==> config.mk <==
export PLATFORM = sky130hd
export DESIGN_NAME = key_io_device
export DESIGN_NICKNAME = d
export VERILOG_FILES = /design/src/rtl/key_io_device_pkg.sv /design/src/rtl/key_io_device_key_debounce.sv /design/src/rtl/key_io_device.sv
export SDC_FILE = /design/constraint.sdc
export NUM_CORES = 1
export LEC_CHECK = 0
export CAP_MARGIN = 30
export CORE_UTILIZATION = 53
export DETAILED_ROUTE_END_ITERATION = 10
export GPL_ROUTABILITY_DRIVEN = 1
export GPL_TIMING_DRIVEN = 0
export PLACE_DENSITY = 0.85
export SYNTH_ARGS = -nofsm -noshare
export SYNTH_HDL_FRONTEND = slang
export SYNTH_SLANG_ARGS = --single-unit
==> constraint.sdc <==
create_clock -name clk -period 3.25 [get_ports clk]
set_clock_uncertainty 0.1 [all_clocks]
set_input_delay 0.65 -clock clk [delete_from_list [all_inputs] [get_ports clk]]
set_output_delay 0.65 -clock clk [all_outputs]
set_load 0.01 [all_outputs]
==> src/rtl/key_io_device_pkg.sv <==
// Shared constants for the memory-mapped pushbutton peripheral: register map,
// KCTRL bit positions and the debounce counter sizing helper.
package key_io_device_pkg;

    localparam int NUM_KEYS = 4;

    localparam logic [31:0] KDATA_ADDR_DEFAULT = 32'hFFFF_F080;
    localparam logic [31:0] KCTRL_ADDR_DEFAULT = 32'hFFFF_F084;

    localparam int KCTRL_READY   = 0;
    localparam int KCTRL_OVERRUN = 2;

    // A one-cycle debounce still needs a 1-bit counter to stay well-formed.
    function automatic int cnt_width(input int cycles);
        return (cycles > 1) ? $clog2(cycles) : 1;
    endfunction

endpackage

==> src/rtl/key_io_device_key_debounce.sv <==
// One key line: two-flop synchroniser followed by a stability counter that only
// accepts a new level after DEBOUNCE_CYCLES consecutive cycles at that level.
module key_debounce
    import key_io_device_pkg::*;
#(
    parameter int DEBOUNCE_CYCLES = 500000
) (
    input  logic clk,
    input  logic reset,
    input  logic raw_in,
    output logic stable_out,
    output logic change_out
);

    localparam int                CNT_W    = cnt_width(DEBOUNCE_CYCLES);
    localparam logic [CNT_W-1:0]  CNT_LAST = CNT_W'(DEBOUNCE_CYCLES - 1);

    logic             sync1_q, sync1_d;
    logic             sync2_q, sync2_d;
    logic             stable_q, stable_d;
    logic [CNT_W-1:0] cnt_q, cnt_d;

    always_comb begin
        // NOTE: every variable gets a default first so no path leaves it unassigned (no latch).
        sync1_d  = raw_in;
        sync2_d  = sync1_q;
        stable_d = stable_q;
        cnt_d    = cnt_q;
        if (sync2_q == stable_q) begin
            cnt_d = '0;
        end else if (cnt_q == CNT_LAST) begin
            stable_d = sync2_q;
            cnt_d    = '0;
        end else begin
            cnt_d = cnt_q + 1'b1;
        end
    end

    // NOTE: state registers use non-blocking assignments so all flops sample pre-edge values.
    always_ff @(posedge clk) begin
        if (reset) begin
            sync1_q  <= 1'b0;
            sync2_q  <= 1'b0;
            stable_q <= 1'b0;
            cnt_q    <= '0;
        end else begin
            sync1_q  <= sync1_d;
            sync2_q  <= sync2_d;
            stable_q <= stable_d;
            cnt_q    <= cnt_d;
        end
    end

    assign stable_out = stable_q;
    assign change_out = (stable_d != stable_q);

endmodule

==> src/rtl/key_io_device.sv <==
// Pushbutton peripheral on the data-memory bus: debounced key state in KDATA,
// Ready/Overrun change flags in KCTRL for polling software.
module key_io_device
    import key_io_device_pkg::*;
#(
    parameter int               DBITS           = 32,
    parameter logic [DBITS-1:0] KDATA_ADDR      = DBITS'(KDATA_ADDR_DEFAULT),
    parameter logic [DBITS-1:0] KCTRL_ADDR      = DBITS'(KCTRL_ADDR_DEFAULT),
    parameter int               DEBOUNCE_CYCLES = 500000,
    parameter bit               KEY_ACTIVE_LOW  = 1'b1
) (
    input  logic                clk,
    input  logic                reset,
    input  logic [NUM_KEYS-1:0] key_in,
    input  logic [DBITS-1:0]    addr,
    input  logic                rd_en,
    input  logic                wr_en,
    input  logic [DBITS-1:0]    data_in,
    output logic [DBITS-1:0]    data_out
);

    logic [NUM_KEYS-1:0] pressed;
    logic [NUM_KEYS-1:0] stable;
    logic [NUM_KEYS-1:0] key_change;
    logic                change;
    logic                rd_kdata;
    logic                wr_kctrl_clear;
    logic                ready_q, ready_d;
    logic                overrun_q, overrun_d;
    logic [DBITS-1:0]    kdata;
    logic [DBITS-1:0]    kctrl;
    logic                unused_data;

    assign pressed = KEY_ACTIVE_LOW ? ~key_in : key_in;

    for (genvar i = 0; i < NUM_KEYS; i++) begin : g_key
        key_debounce #(
            .DEBOUNCE_CYCLES(DEBOUNCE_CYCLES)
        ) u_key_debounce (
            .clk       (clk),
            .reset     (reset),
            .raw_in    (pressed[i]),
            .stable_out(stable[i]),
            .change_out(key_change[i])
        );
    end

    assign change         = |key_change;
    assign rd_kdata       = rd_en && (addr == KDATA_ADDR);
    assign wr_kctrl_clear = wr_en && (addr == KCTRL_ADDR) && !data_in[KCTRL_OVERRUN];

    // Only the Overrun bit of a store carries meaning.
    assign unused_data = ^(data_in & ~(DBITS'(1) << KCTRL_OVERRUN));

    always_comb begin
        ready_d = ready_q;
        if (change) begin
            ready_d = 1'b1;
        end else if (rd_kdata) begin
            ready_d = 1'b0;
        end
    end

    // A change the software has not yet seen beats a same-cycle clear.
    always_comb begin
        overrun_d = overrun_q;
        if (change && ready_q && !rd_kdata) begin
            overrun_d = 1'b1;
        end else if (wr_kctrl_clear) begin
            overrun_d = 1'b0;
        end
    end

    always_ff @(posedge clk) begin
        if (reset) begin
            ready_q   <= 1'b0;
            overrun_q <= 1'b0;
        end else begin
            ready_q   <= ready_d;
            overrun_q <= overrun_d;
        end
    end

    always_comb begin
        kdata                = '0;
        kdata[NUM_KEYS-1:0]  = stable;
        kctrl                = '0;
        kctrl[KCTRL_READY]   = ready_q;
        kctrl[KCTRL_OVERRUN] = overrun_q;
    end

    always_comb begin
        data_out = '0;
        if (addr == KDATA_ADDR) begin
            data_out = kdata;
        end else if (addr == KCTRL_ADDR) begin
            data_out = kctrl;
        end
    end

endmodule
==> reports/metrics.cfg <==
[global_route]
antenna_found_initial=0
globalRouteMet2Util_pct=40.0
grt_pass1_vias=3270
grt_remaining_overflow=0
grt_max_degree=15
grt_pass1_wl_um=14900
globalRouteTotalUtil_pct=22.0
use_met1_pct=25.1
grt.met3_usage_pct=6.47
busiest_layer=met2

[route]
firstDrtPassIters=4
via_count=3498
wire_per_inst_um=12.8
via_per_inst=5.12
drc_errors=0
routed_wl_um=8720
antenna_left=0
drt-initial-drc-count=160

[placed_design]
gp_congestion=0.855
place_hpwl_um=6450
io_buffers=44

[setup_path]
critPathCaptureType=output pin
critical-path-max-stage-delay_ns=0.46
crit_type=input port to output pin
cp.required_ns=2.50
path_max_fanout=5
crit_slowest_cell=clkdlybuf4s50_1
cp_data_arrival_time_ns=2.27
critPathLaunchType=input port
critical_path.cell_chain=clkdlybuf4s50_1 -> nand4b_1 -> nor4_1 -> nand4_1 -> buf_4 -> nor2_1 -> dlygate4sd2_1

[yosys]
yosysWarnings=0
syn_area_per_cell_um2=8.65
synth-seq-area-share_pct=42.2
synth_cell_types=39
syn-instance-count=493
synth.top_cells.by_area=dfxtp_1 42%, nor2_1 9.3%, xor2_1 8.0%
synth.cell_area_um2=4270
ys_seq_elements=90
async_reset_ff_share_pct=0
yosysTopAreaCell=dfxtp_1
synth-edff-count=0
yosysTopAreaCellShare_pct=42.2
yosys_most_used_dff=dfxtp_1

[sta]
fin_crit_sh_pct=92.9
slew_viol_final=0
rsz0062_at_grt=no
period_minus_slack_ns=3.02
slew_headroom_pct=42.2
finalSetupViolCount=0
final.setup.tns_ns=0
finalHoldViolCount=0
worst_pin_slew_ns=0.865
timing.fmax_mhz=331

[floorplanning]
die_area_um2=8410
start_util_pct=54.9
fp.dieW_um=91.7
rows=32
io_pins=104
core_um2=7770
die_h_um=91.7

[clocking]
numCtsBuffers=9
cts_tree=built
clkSlewWorstSetupHoldPaths_ns=0.09
cts_sinks=90
cts_buffer_depth=2
cts-root-buf=clkbuf_8
cts_hold_buf=0
htreeDepth=3
clock_latency_ns=0.36

[layout]
post-route-util_pct=66.9
antennaDiodeCount=0
layout_common_cells=105 x nor2_1, 90 x dfxtp_1, 39 x xor2_1
drive_gt1_share_pct=11.5
final_nets=653
syn2layout_area_growth_pct=21.8
final_common_cell=nor2_1

[min_path]
hold_class=flop to flop

[power_and_ir_drop]
vdd_drop_max_v=0.000275
power.leakage_nw=1.83
power_density_nw_per_um2=395

[flow_run]
max-cap-violations=0

[status]
status=complete, no violations

final timing paths:
| kind | start | endpoint | slack [ns] | depth (start not counted) |
|---|---|---|---|---|
| worst max-delay path | addr[24] | data_out[0] | 0.23 | 7 |
| worst min-delay path | g_key[0].u_key_debounce.sync1_q$_SDFF_PP0_ | g_key[0].u_key_debounce.sync2_q$_SDFF_PP0_ | 0.36 | 1 |
| worst max register to register | g_key[1].u_key_debounce.cnt_q[0]$_SDFF_PP0_ | g_key[1].u_key_debounce.cnt_q[16]$_SDFF_PP0_ | 1.08 | 8 |
| worst min register to register | g_key[0].u_key_debounce.sync1_q$_SDFF_PP0_ | g_key[0].u_key_debounce.sync2_q$_SDFF_PP0_ | 0.36 | 1 |
registers in the layout, indices dropped and copies added, names as in the netlist:
register / cells
ready_q: 1
g_key.u_key_debounce.sync1_q: 4
overrun_q: 1
g_key.u_key_debounce.cnt_q: 76
g_key.u_key_debounce.stable_out: 4
g_key.u_key_debounce.sync2_q: 4
power breakdown:
part / internal, W / switching [W]
clock network: 0.000448 / 0.000375
logic: 0.0000746 / 0.0000445
registers: 0.00111 / 0.00000362
total: 0.00163 / 0.000423
routing by layer:
layer,vias to the layer above,wire (µm)
met4,0,115
met5,-,0
li1,1781,-
met1,1627,3760
met3,12,336
met2,78,4510
area by class of cell:
type                    count  area, µm²
plain buffers              40        307
repair buffers             46        455
clock buffers              10        138
well taps                 102        128
flip-flops and latches     90       1800
multi-input cells         381       2260
inverters                   9       33.8
fillers                   635       2570
clock inverters             5       78.8
cell usage after synthesis (6+ instances only):
library cell and count:
xnor2_1 33, nand4_1 26, nand3_1 24, and4_1 6, dfxtp_1 90, nor3_1 10
nand2_1 35, nor2_1 106, inv_1 9, buf_4 30, and3_1 7, nor4_1 11
xor2_1 39
timing repair:
item | CTS | global route
resized for setup | 9 | 15
endpoints found under the setup margin | 4 | 4
pin swaps | 3 | 4
buffers inserted | 2 | 0
through the flow:
stage | hold WS (ns) | worst slack (ns) | std cells | cell area [µm²] | total power, W
detailed placement | 0.336 | -0.428 | 666 | 4940 | 0.00125
global route | 0.378 | 0.0827 | 683 | 5200 | 0.00214
global placement | 0.333 | -0.418 | 666 | 4940 | 0.00125
floorplan | 0.314 | 0.660 | 520 | 4370 | 0.00120
finish | 0.362 | 0.232 | 683 | 5200 | 0.00205
CTS | 0.363 | -0.0664 | 683 | 5170 | 0.00207
cells by family after synthesis:
logic type	after synthesis	synth area share, %
other cells	1	0.0879
flops	90	42.2
fa+ha+maj	4	1.17
xor+xnor	72	14.8
simple gates	265	31.6
compound gates	7	0.968
buf+inv	49	7.98
mux	5	1.17
critical path: cells and delay by family:
family                 cells  cell delay (ns)
buffers and inverters      3             0.93
AND/OR/NAND/NOR            4             0.69
No activity file was read; power rests on OpenSTA's default activity.
